===== src/rtl/fifo_drain_pkg.sv =====
// Shared types and constants for the FIFO drain controller.
// State encoding is fixed at 2 bits; the idle timer width is shared with the timer sub-block.
package fifo_drain_pkg;

  localparam int TIMER_W = 16;

  typedef enum logic [1:0] {
    ST_IDLE = 2'd0,
    ST_WAIT = 2'd1,
    ST_LOAD = 2'd2,
    ST_SEND = 2'd3
  } state_e;

  // Only the burst-moving states count as busy.
  function automatic logic is_busy(input state_e st);
    is_busy = (st == ST_LOAD) || (st == ST_SEND);
  endfunction

endpackage


===== src/rtl/fifo_drain_timer.sv =====
// Idle-cycle counter for the drain controller: counts while enabled, clears on request,
// and flags when the count reaches limit-1 (limit of zero disables the flag).
module fifo_drain_timer
  import fifo_drain_pkg::*;
(
  input  logic               wb_clk,
  input  logic               wb_rst,
  input  logic               clr,
  input  logic               inc,
  input  logic [TIMER_W-1:0] limit,
  output logic               match
);

  logic [TIMER_W-1:0] count_q;
  logic [TIMER_W-1:0] count_d;

  // Next count: clear has priority, the counter wraps naturally at full scale.
  always_comb begin
    count_d = count_q;
    if (clr) begin
      count_d = {TIMER_W{1'b0}};
    end else if (inc) begin
      count_d = count_q + TIMER_W'(1);
    end else begin
      count_d = count_q;
    end
  end

  // Counter register.
  always_ff @(posedge wb_clk or negedge wb_rst) begin
    if (!wb_rst) begin
      count_q <= {TIMER_W{1'b0}};
    end else begin
      count_q <= count_d;
    end
  end

  assign match = (limit != {TIMER_W{1'b0}}) && (count_q == (limit - TIMER_W'(1)));

endmodule


===== src/rtl/fifo_drain_ctrl.sv =====
// Drains an external first-word-fall-through FIFO in bursts onto a valid/ready stream,
// triggered by an occupancy threshold or by an idle timeout.
module fifo_drain_ctrl
  import fifo_drain_pkg::*;
#(
  parameter int DW    = 32,
  parameter int DEPTH = 16,
  localparam int AW   = $clog2(DEPTH)
) (
  input  logic               wb_clk,
  input  logic               wb_rst,
  input  logic               enable,
  input  logic [AW:0]        threshold,
  input  logic [TIMER_W-1:0] timeout,
  input  logic [DW-1:0]      fifo_data_out,
  input  logic               fifo_empty,
  input  logic [AW:0]        fifo_number_samples,
  output logic               fifo_pop,
  output logic [DW-1:0]      m_data,
  output logic               m_valid,
  input  logic               m_ready,
  output logic               m_last,
  output logic               busy,
  output logic [15:0]        burst_count,
  output logic               err
);

  localparam logic [AW:0] DEPTH_L = (AW+1)'(DEPTH);

  state_e       state_q, state_d;
  logic [AW:0]  remaining_q, remaining_d;
  logic [DW-1:0] m_data_q, m_data_d;
  logic         m_valid_q, m_valid_d;
  logic         m_last_q, m_last_d;
  logic         busy_q, busy_d;
  logic [15:0]  burst_count_q, burst_count_d;
  logic         err_q, err_d;

  logic [AW:0]  eff_thr_s;
  logic         thr_hit_s;
  logic         tmo_hit_s;
  logic         timer_clr_s;
  logic         timer_inc_s;
  logic         timer_match_s;

  // Thresholds above the FIFO depth could never be reached, so clamp them.
  assign eff_thr_s   = (threshold > DEPTH_L) ? DEPTH_L : threshold;
  assign thr_hit_s   = (eff_thr_s != {(AW+1){1'b0}}) && (fifo_number_samples >= eff_thr_s);
  assign tmo_hit_s   = timer_match_s && !fifo_empty;
  assign timer_clr_s = (state_q != ST_WAIT) || fifo_empty;
  assign timer_inc_s = (state_q == ST_WAIT) && !fifo_empty;

  fifo_drain_timer u_timer (
    .wb_clk (wb_clk),
    .wb_rst (wb_rst),
    .clr    (timer_clr_s),
    .inc    (timer_inc_s),
    .limit  (timeout),
    .match  (timer_match_s)
  );

  // Next-state and next-output logic for the drain FSM.
  always_comb begin
    state_d       = state_q;
    remaining_d   = remaining_q;
    m_data_d      = m_data_q;
    m_last_d      = m_last_q;
    burst_count_d = burst_count_q;
    err_d         = err_q;
    case (state_q)
      ST_IDLE: begin
        err_d = 1'b0;
        if (enable) begin
          state_d = ST_WAIT;
        end else begin
          state_d = ST_IDLE;
        end
      end
      ST_WAIT: begin
        if (!enable) begin
          state_d = ST_IDLE;
        end else if (thr_hit_s) begin
          state_d     = ST_LOAD;
          remaining_d = eff_thr_s;
        end else if (tmo_hit_s) begin
          state_d     = ST_LOAD;
          remaining_d = fifo_number_samples;
        end else begin
          state_d = ST_WAIT;
        end
      end
      ST_LOAD: begin
        if (fifo_empty) begin
          // Someone else drained the FIFO under us: abandon the burst.
          err_d   = 1'b1;
          state_d = ST_WAIT;
        end else begin
          m_data_d    = fifo_data_out;
          m_last_d    = (remaining_q == (AW+1)'(1));
          remaining_d = remaining_q - (AW+1)'(1);
          state_d     = ST_SEND;
        end
      end
      ST_SEND: begin
        if (m_ready) begin
          if (m_last_q) begin
            burst_count_d = burst_count_q + 16'd1;
            m_last_d      = 1'b0;
            state_d       = enable ? ST_WAIT : ST_IDLE;
          end else begin
            state_d = ST_LOAD;
          end
        end else begin
          state_d = ST_SEND;
        end
      end
      default: begin
        state_d = ST_IDLE;
      end
    endcase
    m_valid_d = (state_d == ST_SEND);
    busy_d    = is_busy(state_d);
  end

  // State and registered outputs.
  always_ff @(posedge wb_clk or negedge wb_rst) begin
    if (!wb_rst) begin
      state_q       <= ST_IDLE;
      remaining_q   <= {(AW+1){1'b0}};
      m_data_q      <= {DW{1'b0}};
      m_valid_q     <= 1'b0;
      m_last_q      <= 1'b0;
      busy_q        <= 1'b0;
      burst_count_q <= 16'd0;
      err_q         <= 1'b0;
    end else begin
      state_q       <= state_d;
      remaining_q   <= remaining_d;
      m_data_q      <= m_data_d;
      m_valid_q     <= m_valid_d;
      m_last_q      <= m_last_d;
      busy_q        <= busy_d;
      burst_count_q <= burst_count_d;
      err_q         <= err_d;
    end
  end

  assign fifo_pop    = (state_q == ST_LOAD) && !fifo_empty;
  assign m_data      = m_data_q;
  assign m_valid     = m_valid_q;
  assign m_last      = m_last_q;
  assign busy        = busy_q;
  assign burst_count = burst_count_q;
  assign err         = err_q;

endmodule


===== config.mk =====
export PLATFORM = sky130hd
export DESIGN_NAME = fifo_drain_ctrl
export DESIGN_NICKNAME = d
export VERILOG_FILES = /design/src/rtl/fifo_drain_pkg.sv /design/src/rtl/fifo_drain_timer.sv /design/src/rtl/fifo_drain_ctrl.sv
export SDC_FILE = /design/constraint.sdc
export NUM_CORES = 1
export LEC_CHECK = 0
export BUFFER_PORTS_ARGS = -buffer_cell sky130_fd_sc_hd__buf_2
export CAP_MARGIN = 25
export CORE_UTILIZATION = 34
export CTS_BUF_LIST = sky130_fd_sc_hd__clkbuf_4 sky130_fd_sc_hd__clkbuf_8
export CTS_CLUSTER_DIAMETER = 200
export CTS_CLUSTER_SIZE = 24
export DETAILED_ROUTE_END_ITERATION = 12
export GPL_TIMING_DRIVEN = 0
export PLACE_DENSITY_LB_ADDON = 0.05
export SYNTH_ARGS = -nofsm -noshare
export SYNTH_HDL_FRONTEND = slang
export SYNTH_SLANG_ARGS = --single-unit
export TNS_END_PERCENT = 20

===== constraint.sdc =====
create_clock -name wb_clk -period 3.1 [get_ports wb_clk]
set_clock_uncertainty 0.1 [all_clocks]
set_input_delay 0.155 -clock wb_clk [delete_from_list [all_inputs] [get_ports wb_clk]]
set_output_delay 0.155 -clock wb_clk [all_outputs]
set_load 0.03 [all_outputs]

Word-level counts from Yosys, hierarchy flattened
Index checks and enable logic that the tools add are counted.

Flip-flop bits (word level): 75. Output and inout bits: 53.

Add/subtract/negate cells: 4. Order comparisons: 2. Equal/unequal tests: 13. Muxes and demuxes: 21. Bitwise logic cells: 1. Reductions and logical operators: 20.

Operator list (number): adder 16 x 1 -> 16 bit (second input constant) (2); 2-to-1 mux 16 bit (2); 2-to-1 mux 5 bit (5); == test 16 bit (1); nonzero test 16 bit (1); subtractor 16 x 1 -> 16 bit (second input constant) (1); 2-to-1 mux 2 bit (6); one-hot mux 5 bit (2 select lines) (1); == test 2 bit (second input constant) (4); != test 2 bit (second input constant) (4); one-hot mux 2 bit (4 select lines) (1); nonzero test 2 bit (4); AND reduction 3 bit (2); == test 5 x 1 -> 1 bit (second input constant) (1); >= comparator 5 bit (1); greater-than comparator 5 bit (second input constant) (1); logical AND 1 bit (5); nonzero test 5 bit (1); subtractor 5 x 1 -> 5 bit (second input constant) (1); 2-to-1 mux 1 bit (4); one-hot mux 1 bit (2 select lines) (2); AND reduction 2 bit (2); AND reduction 4 bit (1); != test 3 bit (second input constant) (1); 6 further kinds (7).

Longest topological paths before layout
Depth in word-level cells: 10. Depth in mapped cells: 11.

Hierarchy
A second synthesis with hierarchy kept.

Cell total of the unflattened synthesis: 378. Area total of the unflattened synthesis: 4065.1 µm².

Modules (own cells, without submodules): fifo_drain_ctrl (instances 1, cells an instance 231, area each 2786.4 µm²); fifo_drain_timer (instances 1, cells an instance 147, area each 1278.7 µm²).

Worst setup path before layout
OpenSTA, ideal clock, no wires.

Kind: register to register. From: reg u_timer.count_q[2]. To: reg remaining_q[0]. Library setup time: 0.130 ns. Data arrival time: 2.216 ns. Data required time: 2.870 ns. Path slack: 0.654 ns. Cell stages (with the launch flop): 10. Cell sequence: dfrtp_1 -> clkbuf_1 -> nor2b_1 -> or3_1 -> a31oi_1 -> nand3_1 -> or4b_4 -> o211ai_2 -> and2_4 -> o211ai_1.

Word-level cells in the longest chain between the ends: 5.

Ends and longest elaborated chain: from (decl) (line fifo_drain_timer.sv:14) `logic [TIMER_W-1:0] count_q;`; from (signal assigned) (line fifo_drain_timer.sv:32) `count_q <= {TIMER_W{1'b0}};`; from (signal assigned) (line fifo_drain_timer.sv:34) `count_q <= count_d;`; == test 16 bit (line fifo_drain_timer.sv:38) `assign match = (limit != {TIMER_W{1'b0}}) && (count_q == (limit - TIMER_W'(1)));`; logical AND 1 bit (line fifo_drain_timer.sv:38); logical AND 1 bit (line fifo_drain_ctrl.sv:49) `assign tmo_hit_s = timer_match_s && !fifo_empty;`; != test 3 bit (no source line); AND reduction 4 bit (no source line); to (signal assigned) (line fifo_drain_ctrl.sv:129) `remaining_q <= {(AW+1){1'b0}};`; to (signal assigned) (line fifo_drain_ctrl.sv:138) `remaining_q <= remaining_d;`; to (decl) (line fifo_drain_ctrl.sv:31) `logic [AW:0] remaining_q, remaining_d;`.

No other way between the ends. A chain may end at the register's enable or synchronous reset.

Worst setup path in the final report
From: reg u_timer.count_q[3]. To: reg remaining_q[0].

The elaborated chain is that of the path after synthesis.

==> impl_metrics.py <==
metrics = {
    "run_status": {
        "outcome": "complete, no violations",
    },
    "sta": {
        "finalSetupViolCount": 0,
        "max_freq_mhz": 353,
        "hold_ws_ns": 0.0891,
        "setup_tns_ns": 0,
        "finalHoldViolations": 0,
        "final_max_slew_viol_count": 0,
        "fin_crit_sh": 0.914,
        "rsz0062_at_grt": "no",
        "tightestPinTransition_ns": 0.561,
        "fin_crit_ns": 2.83,
        "maxSlewHeadroom": 0.625,
    },
    "critical_path": {
        "end_kind": "flop",
        "rrSetupSlack_ns": 0.27,
        "r2r_start": "u_timer.count_q[3]",
        "worstSetupStartpointType": "flop",
        "cp.arrival_ns": 2.96,
        "reg2reg_to": "remaining_q[0]",
        "rr_worst_depth": 8,
        "crit_required_ns": 3.23,
        "path_class": "flop to flop",
        "cp_max_fo": 5,
    },
    "clock_network": {
        "clock_path_buffers": 2,
        "cts_inserted_buffers": 9,
        "root_buffer": "clkbuf_8",
        "clkTransAtPathRegs_ns": 0.08,
        "cts_tree": "built",
        "cts_setup_buffers": 0,
        "htree_levels": 3,
        "clkSinkCount": 75,
        "clk_latency_ns": 0.35,
    },
    "synthesis": {
        "ys_types": 49,
        "yosysTopAreaCellShare": 0.470,
        "synth_async_sr_flop_share": 1.00,
        "synthCells": 448,
        "synth_commonest_cells": "nand2_1, dfrtp_1, nor2_1, xnor2_1, nand3_1",
        "synth_nets": 522,
        "seq_area_frac_synth": 0.470,
        "yosys.area.top_type": "dfrtp_1",
        "synth.most_common_cell": "nand2_1",
        "yosys_warnings": 0,
        "synthAdderAreaFrac": 0.0345,
        "netlist_top_cells_area": "dfrtp_1, nand2_1, xnor2_1",
        "synth_top_family_by_area": "simple AND/OR/NAND/NOR gates",
        "ys.flop_type": "dfrtp_1",
        "syn_area_per_cell_um2": 8.91,
        "synth_edf_count": 0,
        "synthMuxAreaShare": 0.0103,
        "synth_seq_cells": 75,
        "synth_xor_area_frac": 0.101,
        "synthSimpleGateAreaFrac": 0.261,
        "netlist_area_um2": 3990,
        "synth_compound_area_frac": 0.0909,
    },
    "place": {
        "io_buffers": 112,
        "hpwl_um": 7210,
        "place.gp.congestion": 0.814,
    },
    "floorplanning": {
        "core-area_um2": 11400,
        "dieArea_um2": 12200,
        "initial_utilization": 0.350,
        "row_count": 39,
        "fp.dieW_um": 110,
        "boundaryPins": 116,
        "die_h_um": 110,
    },
    "layout": {
        "fillers": 1156,
        "syn_to_final_growth_pct": 34.5,
        "antennaDiodeCount": 0,
        "final_nets": 681,
        "drive_gt1_frac": 0.234,
    },
    "min_path": {
        "min_path_type": "input port to flop",
        "holdCritStartpoint": "fifo_empty",
        "holdPathStages": 3,
        "hold_end": "err",
    },
    "detailed_routing": {
        "drc": 0,
        "routedWlPerCell_um": 13.4,
        "drt-total-wl_um": 10100,
        "vias": 3638,
        "firstDrtPassIters": 7,
        "via_per_inst": 4.82,
        "drt_iter0_markers": 188,
        "ant_nets": 0,
    },
    "pwr": {
        "switching_share": 0.401,
        "power_density_nw_per_um2": 728,
        "combPwrFrac": 0.379,
        "ir_worst_vdd_v": 0.000442,
        "seq_power_share": 0.368,
        "p_int_w": 0.00234,
        "power_frac_clock": 0.252,
        "leakage_nw": 2.64,
        "switchingPower_w": 0.00157,
    },
    "global_route": {
        "grt_pass1_wl_um": 16500,
        "grtUsageTotal": 0.176,
        "antenna_found_initial": 0,
        "grt_pass1_vias": 3539,
        "grt_overflow": 0,
        "grt_start_max_net_pins": 41,
    },
    "job": {
        "cap_violations": 0,
    },
}
-- cells by family after synthesis --
logic type / count (synthesis)
DFF: 75
adders and majority gates: 11
buffers and inverters: 32
xor gates and xnor gates: 46
muxes: 4
and+or+nand+nor: 224
AOI/OAI and AO/OA: 56
-- routing by layer --
layer,part of all wire,track usage,vias to the layer above
met5,0,0,-
met4,0.015,0.0592,0
met3,0.051,0.0447,14
met2,0.46,0.283,103
met1,0.48,0.230,1704
li1,-,-,1817
-- cells in the final DEF (no fill, tap or decap), drive strengths merged, types with 2 or more instances in the layout --
cell type	n
inv	14
a22oi	2
a21o	2
or3	6
buf	116
a221oi	4
dlygate4sd3	35
clkinv	2
ha	11
dfrtp	75
nor2	33
nor4	3
xor2	13
or4	2
and2	3
a31o	4
nor3	6
a21oi	15
clkinvlp	2
nand4b	2
xnor2	33
nand4	5
nand3	18
nand2b	2
nor2b	4
mux2i	3
o21ai	12
a31oi	10
bufinv	4
clkbuf	23
and3	6
o211ai	3
nand2	127
-- repair_timing --
item,in CTS,in global routing
resized for setup,0,1
setup endpoints to repair,0,5
hold endpoints to repair,70,0
hold buffers,35,0
-- final cells by class --
cell class	count	area, um2	area share
Multi-Input combinational cell	341	1990	0.370
Clock inverter	7	140	0.0261
Clock buffer	9	124	0.0231
Inverter	15	56.3	0.0105
Sequential cell	75	1880	0.350
Tap cell	143	179	0.0333
Buffer	17	73.8	0.0137
Timing Repair Buffer	148	933	0.174
-- stage by stage --
step	utilization	std cells	power (W)	instance area (um2)	worst slack [ns]
final	0.470	755	0.00391	5370	0.267
after global routing	0.470	755	0.00417	5370	0.0950
after CTS	0.470	755	0.00395	5370	0.140
after detailed placement	0.416	704	0.00290	4750	0.0770
after global placement	0.414	703	0.00289	4730	0.0826
after floorplan	-	448	0.00242	3990	0.654
-- registers in the layout (all words and copies together), names as in the netlist --
name,cells
m_data,32
state_q,2
busy,1
u_timer.count_q,16
remaining_q,5
m_valid,1
burst_count,16
err,1
m_last,1
-- worst max-delay path: stages (launching register included) --
cell,delay (ns)
dfrtp_1,0.43
xnor2_1,0.15
xnor2_1,0.12
or4_1,0.52
a2111oi_1,0.47
o2111ai_1,0.29
o211ai_2,0.31
and2_4,0.23
o211ai_1,0.08
-- power by group through the flow --
stage	Sequential, W	Combinational, W	Clock [W]
floorplan	0.00188	0.000538	0
global placement	0.00144	0.00144	0
detailed placement	0.00145	0.00146	0
CTS	0.00144	0.00149	0.00102
global route	0.00148	0.00163	0.00106
finish	0.00144	0.00148	0.000986
-- worst max path at each step --
stage | start | endpoint | slack, ns | cells past startpoint
6_report | u_timer.count_q[3] | remaining_q[0] | 0.27 | 8
4_1_cts | u_timer.count_q[3] | remaining_q[0] | 0.14 | 8
3_3_place_gp | timeout[0] | remaining_q[0] | 0.08 | 10
2_1_floorplan | u_timer.count_q[2] | remaining_q[0] | 0.65 | 9
5_1_grt | u_timer.count_q[3] | remaining_q[0] | 0.1 | 8
3_5_place_dp | timeout[0] | remaining_q[0] | 0.08 | 10
(Power assumes the default switching activity.)
